==> config.mk <==
export PLATFORM = sky130hd
export DESIGN_NAME = dec_scan
export DESIGN_NICKNAME = d
export VERILOG_FILES = /design/src/rtl/dec_pkg.sv /design/src/rtl/dec_core.sv /design/src/rtl/dec_scan.sv
export SDC_FILE = /design/constraint.sdc
export NUM_CORES = 1
export LEC_CHECK = 0
export CORE_AREA = 8 8 45 47
export CTS_BUF_LIST = sky130_fd_sc_hd__clkbuf_4 sky130_fd_sc_hd__clkbuf_8
export DETAILED_ROUTE_END_ITERATION = 16
export DIE_AREA = 0 0 53 55
export PLACE_DENSITY_LB_ADDON = 0.1
export REMOVE_ABC_BUFFERS = 1
export SYNTH_ARGS = -nofsm -noshare
export SYNTH_HDL_FRONTEND = slang
export SYNTH_SLANG_ARGS = --single-unit
==> constraint.sdc <==
create_clock -name i_clk -period 2.55 [get_ports i_clk]
set_clock_uncertainty 0.1 [all_clocks]
set_input_delay 0.51 -clock i_clk [delete_from_list [all_inputs] [get_ports i_clk]]
set_output_delay 0.51 -clock i_clk [all_outputs]
set_load 0.05 [all_outputs]
==> src/rtl/dec_pkg.sv <==
// rtl/dec_pkg.sv - shared state/mode encodings and width helper for the scan decoder
package dec_pkg;

  typedef enum logic [1:0] {
    ST_IDLE = 2'd0,
    ST_DIR  = 2'd1,
    ST_SCAN = 2'd2
  } state_t;

  localparam logic MODE_DIRECT = 1'b0;
  localparam logic MODE_SCAN   = 1'b1;

  // Never returns less than 1 so a PRESCALE of 1 still gets a legal counter.
  function automatic int clog2(input int value);
    int w;
    w = 1;
    while ((1 << w) < value) w++;
    return w;
  endfunction

endpackage

==> src/rtl/dec_core.sv <==
// rtl/dec_core.sv - combinational IN_W to 2**IN_W one-hot decoder with selectable polarity
module dec_core #(
  parameter int IN_W       = 2,
  parameter bit ACTIVE_LOW = 1'b0
) (
  input  logic [IN_W-1:0]    sel,
  input  logic               en,
  output logic [2**IN_W-1:0] dec
);

  always_comb begin
    dec = '0;
    if (en) dec[sel] = 1'b1;
    if (ACTIVE_LOW) dec = ~dec;
  end

endmodule

==> src/rtl/dec_scan.sv <==
// rtl/dec_scan.sv - registered one-hot select driver with direct decode and prescaled scan
module dec_scan
  import dec_pkg::*;
#(
  parameter int IN_W       = 2,
  parameter int PRESCALE   = 3,
  parameter bit ACTIVE_LOW = 1'b0
) (
  input  logic               i_clk,
  input  logic               i_rst,
  input  logic               i_en,
  input  logic               i_mode,
  input  logic [IN_W-1:0]    i_in,
  output logic [2**IN_W-1:0] o_out,
  output logic [IN_W-1:0]    o_idx,
  output logic               o_valid,
  output logic               o_wrap
);

  localparam int                OUT_W   = 2**IN_W;
  localparam int                CNT_W   = clog2(PRESCALE);
  localparam logic [CNT_W-1:0]  CNT_MAX = CNT_W'(PRESCALE - 1);
  localparam logic [IN_W-1:0]   IDX_MAX = '1;
  localparam logic [OUT_W-1:0]  OUT_OFF = {OUT_W{ACTIVE_LOW}};

  state_t           state_q, state_d;
  logic [IN_W-1:0]  idx_q, idx_d;
  logic [CNT_W-1:0] cnt_q, cnt_d;
  logic             ctx_q, ctx_d;
  logic             act_d;
  logic             wrap_d;
  logic [OUT_W-1:0] out_d;

  dec_core #(
    .IN_W       (IN_W),
    .ACTIVE_LOW (ACTIVE_LOW)
  ) u_core (
    .sel (idx_d),
    .en  (act_d),
    .dec (out_d)
  );

  always_ff @(posedge i_clk) begin
    if (i_rst) begin
      state_q <= ST_IDLE;
      idx_q   <= '0;
      cnt_q   <= '0;
      ctx_q   <= 1'b0;
      o_out   <= OUT_OFF;
      o_valid <= 1'b0;
      o_wrap  <= 1'b0;
    end else begin
      state_q <= state_d;
      idx_q   <= idx_d;
      cnt_q   <= cnt_d;
      ctx_q   <= ctx_d;
      o_out   <= out_d;
      o_valid <= act_d;
      o_wrap  <= wrap_d;
    end
  end

  always_comb begin
    state_d = ST_IDLE;
    if (i_en) state_d = (i_mode == MODE_SCAN) ? ST_SCAN : ST_DIR;
  end

  // ctx_q marks a frozen scan that may resume; it survives IDLE only while i_mode stays SCAN.
  always_comb begin
    idx_d  = idx_q;
    cnt_d  = cnt_q;
    ctx_d  = ctx_q;
    act_d  = 1'b0;
    wrap_d = 1'b0;
    case (state_d)
      ST_IDLE: ctx_d = ctx_q & (i_mode == MODE_SCAN);
      ST_DIR: begin
        idx_d = i_in;
        cnt_d = '0;
        ctx_d = 1'b0;
        act_d = 1'b1;
      end
      ST_SCAN: begin
        act_d = 1'b1;
        ctx_d = 1'b1;
        if (state_q == ST_DIR || (state_q == ST_IDLE && !ctx_q)) begin
          idx_d = '0;
          cnt_d = '0;
        end else if (cnt_q == CNT_MAX) begin
          cnt_d  = '0;
          idx_d  = idx_q + IN_W'(1);
          wrap_d = (idx_q == IDX_MAX);
        end else begin
          cnt_d = cnt_q + CNT_W'(1);
        end
      end
      default: ;
    endcase
  end

  assign o_idx = idx_q;

endmodule
; ---- After elaboration in Yosys (flattened, before gate mapping)
; Index checks and enable logic that the tools add are counted.
[totals]
out_inout_bits = 8
regBits = 13
input_bits = 6
elab_cells = 43
[classes]
order_cmp = 2
n_eq_ne = 5
n_addsub = 2
n_reduce_logical = 11
mux = 12
bitwise = 4
[ops]
columns = cell, n
row1 = 2-to-1 mux 2 bit, 6
row2 = case mux 2 bit (2 select lines), 2
row3 = "equality test 2 bit, second input constant", 3
row4 = "adder 2 x 1 -> 2 bit, second input constant", 2
row5 = "equality test 2 x 1 -> 1 bit, second input constant", 2
row6 = zero test 2 bit, 2
row7 = OR reduction 2 bit, 2
row8 = OR reduction 4 bit, 1
row9 = "< comparator 2 x 3 -> 1 bit, second input constant", 1
row10 = inverter 1 bit, 3
row11 = case mux 1 bit (3 select lines), 1
row12 = nonzero test 3 bit, 1
row13 = demux 1 bit (select 2 bit), 1
row14 = ">= comparator 2 x 1 -> 1 bit, second input constant", 1
row15 = logical AND 1 bit, 2
row16 = 2-to-1 mux 1 bit, 2
row17 = nonzero test 2 bit, 1
row18 = bitwise AND 1 bit, 1
row19 = zero test 1 bit, 1
row20 = logical OR 1 bit, 1

; ---- Depth between registers and ports, before layout
; Gate-level depths: netlist (run 1).
[depth]
word_depth = 9
mapped_depth = 6
depth_no_buf = 5

; ---- By module
; Synthesis (run 1) repeated with hierarchy kept, for this count alone.
[unflattened]
hier_cells = 55
hier_area_um2 = 563.0
[modules_own_cells]
columns = mod, cells_each, seq_area_each_um2, area_each_um2, n_inst
row1 = dec_scan, 51, 260.2, 525.5, 1
row2 = dec_core, 4, 0.0, 37.5, 1

; ---- Worst setup path after synthesis (run 1)
; Ideal clock, no wire load.
[synth_path]
path_kind = register to register
startpoint = register idx_q[0] (netlist: o_idx[0])
endpoint = register o_out[1]
required_time_ns = 2.334
path_buffers = 0
setup_ns = 0.116
period_less_slack_ns = 1.627
path_stages_with_launch = 5
arrival_time_ns = 1.411
setup_slack_ns = 0.923
path_cell_list = dfxtp_1 > ha_1 > mux2i_1 > or2_2 > nor3b_1
[synth_between]
elab_chain_len = 8
elab_cells_between_ends = 9
cone_classes = add/sub (1) / order compare (2) / mux (5) / reduce/logical (1)
[synth_rtl]
columns = element, line
row1 = "start, declared", dec_scan.sv:27  ; logic [IN_W-1:0] idx_q, idx_d;
row2 = "start signal, assigned", dec_scan.sv:54  ; idx_q <= idx_d;
row3 = adder 2 x 1 -> 2 bit, dec_scan.sv:91  ; idx_d = idx_q + IN_W'(1);
row4 = 2-to-1 mux 2 bit, dec_scan.sv:89  ; end else if (cnt_q == CNT_MAX) begin
row5 = 2-to-1 mux 2 bit, dec_scan.sv:86  ; if (state_q == ST_DIR || (state_q == ST_IDLE && !ctx_q)) begin
row6 = case mux 2 bit (2 select lines) (*), dec_scan.sv:75  ; case (state_d)
row7 = < comparator 2 x 3 -> 1 bit (implied by the code) or >= comparator 2 x 1 -> 1 bit (tied branches), dec_core.sv:13  ; if (en) dec[sel] = 1'b1;
row8 = logical AND 1 bit (implied by the code), dec_core.sv:13
row9 = 2-to-1 mux 1 bit (implied by the code), dec_core.sv:13
row10 = demux 1 bit (select 2 bit) (*), -
row11 = "end signal, assigned", dec_scan.sv:57  ; o_out <= out_d;
row12 = "end, declared", dec_scan.sv:14  ; output logic [2**IN_W-1:0] o_out,
; Mark *: on every way between the ends. The rest lies on a longest branch, timed or not.
; A chain may end at the register's enable or synchronous reset.

; ---- Worst setup path in the final report (run 1)
[layout_path]
startpoint = register idx_q[0] (netlist: o_idx[0])
endpoint = output o_idx[0]
[layout_rtl]
columns = element, line
row1 = "end, declared", dec_scan.sv:15  ; output logic [IN_W-1:0] o_idx,
; No word-level cell between the ends.

==> summary.md, run 1 <==
| Metric | Value |
|---|---|
| Status | `finished, final reports clean` |
| Sequential power share | `53.2%` |
| Area leader, netlist | `dfxtp_1` |
| Setup violators final | `0` |
| Met3 usage | `under 10%` |
| Post-synth top area share | `48.8%` |
| # hold bufs at CTS | `0` |
| DRT antenna net count | `0` |
| M2 GR Usage | `between 10% and 20%` |
| Final core utilization | `50.7%` |
| Routed wire length per instance | `between 10 and 15 um` |
| Core region area | `roughly 1400 um2` |
| Die H | `55 um` |
| Layout area overhead | `31.7%` |
| Worst setup SP type | `flip-flop` |
| CTS tree | `yes` |
| Sw frac | `a little under a quarter` |
| Worst-Skew Late Latency | `0.26 ns` |
| Synth Register Bits | `13` |
| FF-to-FF End | `o_out[1]$_SDFF_PP0_` |
| CTS H-Tree Depth | `1` |
| Hold Startpoint | `ctx_q$_SDFFE_PP0P_` |
| WS Path Type | `flip-flop to output pin` |
| Top cells by area, synth | `dfxtp_1, nand2b_4, nor3b_1` |
| HP Class | `flip-flop to flip-flop` |
| Boundary pin count | `14` |
| Clock Power Share | `32.1%` |
| Total track usage | `under 10%` |
| Register area share after synthesis | `48.8%` |
| Worst EP arrival | `1.49 ns` |
| DRC | `0` |
| RD Place Congestion | `roughly 0.7` |
| Routed WL | `984 um` |
| I/O Buffers | `13` |
| Yosys warnings | `0` |
| Root Buffer | `clkbuf_4` |
| Slew @ Worst Pin | `roughly 0.51 ns` |
| Pre-antenna DRT Iters | `4` |
| Critical-path top delay cell | `clkdlybuf4s50_1` |
| Pwr Total | `401 uW` |
| Syn avg cell area | `10.5 um2` |
| First-pass GRT wire length | `1550 um` |
| Post-route setup slack | `0.451 ns` |
| Cells after synthesis | `between 50 and 60` |
| Initial antenna violation count | `0` |
| DR vias/cell | `4.77` |
| ANT cells | `0` |
| Tcrit/Tclk final | `82.3%` |
| Largest net degree at the start of global routing | `9` |
| R2R Path Start | `o_idx[0]$_SDFF_PP0_` |
| RSZ-0062 raised after global routing | `no` |
| Leakage | `around 0.28 nW` |
| Minimum clock period after layout | `2.10 ns` |
| Fin. max-slew vios | `0` |
| Post-Place Cells | `79` |
| Worst Path Max Fanout | `4` |
| Via count | `between 300 and 400` |
| Hold Path Sink | `ctx_q$_SDFFE_PP0P_` |
| Remaining global-route overflow | `0` |
| R2R setup slack | `about 1.2 ns` |
| Grt met1 use | `between 8 and 9%` |
| Die area | `approximately 2900 um2` |
| Most Crowded Layer GR | `met2` |
| Yosys cell types | `25` |
| Max clock buf depth | `2` |
| Final Hold Fails | `0` |
| Final setup TNS | `0 ns` |
| CP required | `between 1.5 and 2 ns` |
| Total CTS buffers | `3` |
| F_max | `between 0.4 and 0.5 GHz` |
| Top delay family on crit path | `buffers and inverters` |
| Slowest stage delay, CP | `0.83 ns` |
| Pwr/cell area | `roughly 570 nW/um2` |
| Row count | `14` |
| Hold depth | `2` |
| Cell area after synthesis | `between 500 and 600 um2` |
| P_sw | `95.5 uW` |
| Starting Density | `38.5%` |
| Ratio of cells with drive above 1 in the final layout | `14.9%` |
| Non-filler cells in the finished layout | `83` |
| Clk pin slew, worst setup/hold paths | `0.07 ns` |
| Number of post-CTS setup repair buffers | `0` |
| Slew HR | `65.9%` |
| Worst reg2reg path depth | `4` |
| Post-CTS resize count | `0` |
| Dpl hpwl | `777 um` |
| Peak supply drop | `0.240 mV` |
| Die W | `53 um` |
| Max-cap viol count | `0` |
| DP Worst Slack | `0.490 ns` |
| Layout Nets | `between 70 and 80` |
| Crit path buf inv count | `1` |
| # clock sinks | `13` |
| Initial drt markers | `8` |
| Cell Int Power | `306 uW` |
| Crit end category | `output pin` |
| Worst path cell trace | `clkdlybuf4s50_1` |
| Comb pwr share | `14.7%` |
| Vias in the first global route | `380` |
[registers in the layout (all words and copies together) (netlist names)]
| signal | count |
|---|---|
| o_wrap | 1 |
| o_idx | 2 |
| ctx_q | 1 |
| state_q | 2 |
| o_out | 4 |
| o_valid | 1 |
| cnt_q | 2 |
[cells by family after synthesis]
family,Yosys count,synth area share [%]
AOI/OAI and AO/OA,8,10.3
xor gates and xnor gates,1,1.64
adders and majority gates,1,2.35
buffers and inverters,3,4.46
DFF,13,48.8
muxes,2,3.76
and+or+nand+nor,23,28.6
[stage by stage]
stage	cell area, um2	hold slack, ns
final	702	0.393
after global routing	702	0.439
after CTS	702	0.397
after detailed placement	672	0.385
after global placement	672	0.392
after floorplan	522	0.369
[tightest hold or removal path, delay by kind of cell, from the launching register on]
family	cells	cell delay [ns]
flops	1	0.31
simple gates	2	0.14
[layout by cell type (no fill, tap or decap), drive strengths merged, types with 2 or more instances in the layout]
cell type and instances:
dfxtp 13, clkdlybuf4s50 13, nor2 5, a21oi 4
clkbuf 4, nand2b 4, nor3b 3, nand2 3
mux2i 2, nor2b 2
[cells in the mapped netlist (all sizes together)]
master / n
dfxtp: 13
nor2: 5
a21oi: 4
nand2b: 4
nand2: 3
nor3b: 3
mux2i: 2
nor2b: 2
and2b: 1
buf: 1
clkinv: 1
ha: 1
inv: 1
nor4b: 1
o211ai: 1
o21a: 1
o21ai: 1
o32a: 1
or2: 1
or2b: 1
or3: 1
or3b: 1
xor2: 1
[worst max-delay path by stage]
stage	startpoint	to	slack, ns	cells past startpoint
after floorplan	o_idx[0]$_SDFF_PP0_	o_out[1]$_SDFF_PP0_	0.92	4
after global placement	i_en	o_out[2]$_SDFF_PP0_	0.51	6
after detailed placement	i_en	o_out[2]$_SDFF_PP0_	0.49	6
after CTS	o_idx[0]$_SDFF_PP0_	o_idx[0]	0.43	1
after global routing	o_idx[0]$_SDFF_PP0_	o_idx[0]	0.39	1
final	o_idx[0]$_SDFF_PP0_	o_idx[0]	0.45	1
[power groups by stage]
stage | Sequential, mW | Combinational [mW] | Clock [mW]
global placement | 0.218 | 0.0593 | 0
finish | 0.213 | 0.0592 | 0.129
detailed placement | 0.218 | 0.0594 | 0
global route | 0.214 | 0.0630 | 0.145
CTS | 0.213 | 0.0598 | 0.135
floorplan | 0.233 | 0.0194 | 0
[layer usage]
layer	part of all wire [%]	routed length, um
met5	0	0
met4	2.4	24
met3	12	118
met2	37	367
met1	48	474
[area by class of cell]
cell class / count / area [um2]
inverter: 2 / 12.5
clock buffer: 4 / 30.0
timing repair buffer: 13 / 130
fill: 139 / 682
sequential: 13 / 260
tap: 16 / 20.0
multi-input combinational: 35 / 249
Note: power is estimated with default switching activity, not from simulation.
==> run 2: changes to the inputs <==
clock period = 1.95 ns   (was 2.55 ns; I/O delays follow)
==> summary.md, run 2 (synthesis gave the netlist of run 1 again) <==
| Metric | Value |
|---|---|
| RSZ-0062 raised after global routing | `no` |
| First-pass GRT wire length | `around 1700 um` |
| Final Hold Fails | `0` |
| Crit end category | `output pin` |
| Hold slack | `0.396 ns` |
| Crit path buf inv count | `1` |
| Die W | `~53 um` |
| Top delay family on crit path | `buffers and inverters` |
| Fin. max-slew vios | `0` |
| Remaining global-route overflow | `0` |
| I/O Buffers | `13` |
| DRC | `0` |
| Final core utilization | `53.3%` |
| Largest register FFs | `4` |
| CP required | `1.46 ns` |
| Routed WL | `1060 um` |
| Core region area | `1380 um2` |
| Total CTS buffers | `3` |
| Routed wire length per instance | `11.9 um` |
| Pre-antenna DRT Iters | `2` |
| Max-cap viol count | `0` |
| Starting Density | `38.5%` |
| Commonest non-fill, non-tap cell in the layout | `dfxtp_1` |
| Clk pin slew, worst setup/hold paths | `0.08 ns` |
| Worst path cell trace | `clkdlybuf4s50_1` |
| Largest net degree at the start of global routing | `8` |
| Minimum clock period after layout | `1.86 ns` |
| Max clock buf depth | `2` |
| Worst Path Max Fanout | `1` |
| Via count | `410` |
| Most frequent cells in the layout | `dfxtp_1, buf_4, clkdlybuf4s50_1` |
| DR vias/cell | `4.61` |
| Status | `finished, final reports clean` |
| Worst EP arrival | `1.37 ns` |
| Slew @ Worst Pin | `0.494 ns` |
| Critical-path top delay cell | `clkdlybuf4s50_1` |
| WS Path Type | `flip-flop to output pin` |
| R2R setup slack | `0.55 ns` |
| Vias in the first global route | `approximately 370` |
| Dpl hpwl | `approximately 840 um` |
| Peak supply drop | `0.358 mV` |
| Boundary pin count | `14` |
| Multi-input logic area | `249 um2` |
| Row count | `14` |
| Reg area | `260 um2` |
| # clock sinks | `13` |
| Post-route setup slack | `~0.090 ns` |
| Initial drt markers | `2` |
| HP Class | `flip-flop to flip-flop` |
| Initial antenna violation count | `0` |
| ANT cells | `0` |
| CTS H-Tree Depth | `1` |
| DRT antenna net count | `0` |
| Pwr/cell area | `733 nW/um2` |
| Setup violators final | `0` |
| F_max | `0.538 GHz` |
| Leakage | `slightly above 0.3 nW` |
| Tcrit/Tclk final | `95.4%` |
| Total track usage | `8.17%` |
| Fill count | `140` |
| Largest Register | `o_out` |
| Worst setup SP type | `flip-flop` |
| Layout Nets | `81` |
| Ratio of cells with drive above 1 in the final layout | `27.4%` |
| Worst-Skew Late Latency | `0.27 ns` |
| # hold bufs at CTS | `0` |
| Die area | `about 2900 um2` |
| Final setup TNS | `0 ns` |
| RD Place Congestion | `0.772` |
| Number of post-CTS setup repair buffers | `0` |
| Pwr Total | `540 uW` |
| Post-CTS resize count | `0` |
| DP Worst Slack | `around 0.13 ns` |
| Root Buffer | `clkbuf_4` |
| CTS tree | `yes` |
| Layout area overhead | `38.3%` |
| Slowest stage delay, CP | `a little under 0.8 ns` |
| Slew HR | `66.9%` |
| Die H | `55 um` |
==> run 2: cell count changes in the layout (fill, tap and decap cells not counted), sizes merged <==
cell and change:
buf +10, clkdlybuf4s50 -4
==> run 2: cell type report <==
| cell class | count | share of cell area (%) |
|---|---|---|
| multi-input combinational | 35 | 33.8 |
| sequential | 13 | 35.3 |
| tap | 16 | 2.72 |
| timing repair buffer | 19 | 22.4 |
| inverter | 2 | 1.70 |
| clock buffer | 4 | 4.07 |
==> run 2: worst paths after layout <==
path / start / endpoint / depth (start not counted)
worst max-delay path: o_wrap$_SDFF_PP0_ / o_wrap / 1
worst min register to register: ctx_q$_SDFFE_PP0P_ / ctx_q$_SDFFE_PP0P_ / 2
worst min-delay path: ctx_q$_SDFFE_PP0P_ / ctx_q$_SDFFE_PP0P_ / 2
worst max register to register: o_idx[0]$_SDFF_PP0_ / o_out[1]$_SDFF_PP0_ / 4
==> run 2: worst register-to-register path: cells and delay by family (launching register included) <==
| kind | cells | cell delay (ns) |
|---|---|---|
| muxes | 1 | 0.10 |
| adders and majority gates | 1 | 0.29 |
| DFF | 1 | 0.35 |
| and+or+nand+nor | 2 | 0.46 |
==> run 2: metal layers <==
| layer | wire, um | share of wire, % | vias to the layer above | global-route usage, % |
|---|---|---|---|---|
| met2 | 420 | 40 | 12 | 10.7 |
| met5 | 0 | 0 | - | 0 |
| met1 | 498 | 47 | 174 | 9.98 |
| met3 | 110 | 10 | 4 | 3.74 |
| li1 | - | - | 220 | - |
| met4 | 27 | 2.6 | 0 | 6.47 |
==> run 2: stage by stage <==
stage,std cells,instance area [um2]
2_1_floorplan,50,522
3_3_place_gp,85,707
3_5_place_dp,85,707
4_1_cts,89,737
5_1_grt,89,737
6_report,89,737
==> run 2: report_power, final <==
part           switching (mW)  leakage [nW]  internal, mW
sequential            0.00469         0.106         0.274
combinational          0.0463         0.186        0.0386
clock                  0.0829        0.0184        0.0930
==> run 3: changes to the inputs <==
ABC_CLOCK_PERIOD_IN_PS = 2300   (was default)
CAP_MARGIN = 0   (was default)
clock period = 2.3 ns   (was 1.95 ns; I/O delays follow)
==> summary.md, run 3 (synthesis gave the netlist of run 1 again) <==
| Metric | Value |
|---|---|
| Clk pin slew, worst setup/hold paths | `roughly 0.080 ns` |
| Placement Cell Area | `672 um2` |
| Largest Register | `o_out` |
| Worst setup SP type | `flip-flop` |
| Final Hold Fails | `0` |
| Worst-Skew Late Latency | `between 0.2 and 0.3 ns` |
| Routed wire length per instance | `12.6 um` |
| Worst EP arrival | `around 1.5 ns` |
| Max-cap viol count | `0` |
| Die area | `2920 um2` |
| Hold slack | `0.400 ns` |
| Die W | `between 50 and 60 um` |
| Initial drt markers | `5` |
| Pwr Total | `around 450 uW` |
| Largest net degree at the start of global routing | `9` |
| Worst path cell trace | `clkdlybuf4s50_1` |
| Total track usage | `8.07%` |
| Via count | `393` |
| CP required | `1.74 ns` |
| Pwr/cell area | `around 650 nW/um2` |
| CTS tree | `yes` |
| Post-CTS resize count | `0` |
| Final setup TNS | `0 ns` |
| Largest register FFs | `4` |
| Slew HR | `66.2%` |
| Crit path buf inv count | `1` |
| Top delay family on crit path | `buffers and inverters` |
| Remaining global-route overflow | `0` |
| I/O Buffers | `13` |
| RSZ-0062 raised after global routing | `no` |
| Worst Path Max Fanout | `4` |
| Core region area | `roughly 1400 um2` |
| Fin. max-slew vios | `0` |
| Tcrit/Tclk final | `88.9%` |
| DRT antenna net count | `0` |
| CTS H-Tree Depth | `1` |
| Slowest stage delay, CP | `0.83 ns` |
| DRC | `0` |
| Minimum clock period after layout | `2.04 ns` |
| Critical-path top delay cell | `clkdlybuf4s50_1` |
| Slew @ Worst Pin | `0.506 ns` |
| Number of post-CTS setup repair buffers | `0` |
| DR vias/cell | `4.73` |
| Die H | `55 um` |
| ANT cells | `0` |
| Boundary pin count | `14` |
| Root Buffer | `clkbuf_4` |
| Ratio of cells with drive above 1 in the final layout | `14.9%` |
| Pre-antenna DRT Iters | `4` |
| HP Class | `flip-flop to flip-flop` |
| # clock sinks | `13` |
| Status | `finished, final reports clean` |
| Vias in the first global route | `a little under 400` |
| Layout area overhead | `31.7%` |
| Layout Nets | `75` |
| Starting Density | `38.5%` |
| Design Area, Final | `702 um2` |
| Leakage | `0.275 nW` |
| Routed WL | `1050 um` |
| Initial antenna violation count | `0` |
| Peak supply drop | `0.279 mV` |
| First-pass GRT wire length | `~1700 um` |
| RD Place Congestion | `0.744` |
| Crit end category | `output pin` |
| F_max | `0.489 GHz` |
| Setup violators final | `0` |
| Max clock buf depth | `2` |
| Row count | `14` |
| WS Path Type | `flip-flop to output pin` |
| Total CTS buffers | `3` |
| Most frequent cells in the layout | `dfxtp_1, clkdlybuf4s50_1, nor2_1` |
| # hold bufs at CTS | `0` |
run 3: cell count changes in the layout (fill, tap and decap cells not counted), sizes merged:
cell / before / now
buf: 10 / 0
clkdlybuf4s50: 9 / 13
run 3: power by group:
part	leakage, nW	switching [mW]	internal [mW]
registers	0.106	0.00409	0.233
logic	0.150	0.0379	0.0278
clock network	0.0184	0.0722	0.0791
total	0.275	0.114	0.339
run 3: metal layers:
metal | track usage (%) | part of all wire (%) | wire length (um)
met2 | 10.7 | 38 | 401
met1 | 9.38 | 46 | 482
met5 | 0 | 0 | 0
met3 | 3.74 | 12 | 128
met4 | 7.33 | 3.3 | 34
run 3: path summary, 6_finish.rpt:
check,end,start,slack (ns),cells past startpoint
max reg2reg,o_out[1]$_SDFF_PP0_,o_idx[0]$_SDFF_PP0_,0.91,4
min reg2reg,ctx_q$_SDFFE_PP0P_,ctx_q$_SDFFE_PP0P_,0.40,2
min,ctx_q$_SDFFE_PP0P_,ctx_q$_SDFFE_PP0P_,0.40,2
max,o_idx[0],o_idx[0]$_SDFF_PP0_,0.26,1
run 3: cell type report:
cell class,count,area (um2)
Clock buffer,4,30.0
Sequential cell,13,260
Timing Repair Buffer,13,130
Multi-Input combinational cell,35,249
Inverter,2,12.5
Tap cell,16,20.0
Fill cell,141,682
run 3: worst min-delay path: stages, from the launching register on:
cell     delay, ns
dfxtp_1       0.31
nor2_1        0.09
nor3b_1       0.05
run 3: through the flow:
stage	setup slack [ns]	std cells	util (%)
finish	0.256	83	50.7
global route	0.204	83	50.7
CTS	0.238	83	50.7
detailed placement	0.292	79	48.6
global placement	0.302	79	48.6
floorplan	0.673	50	-
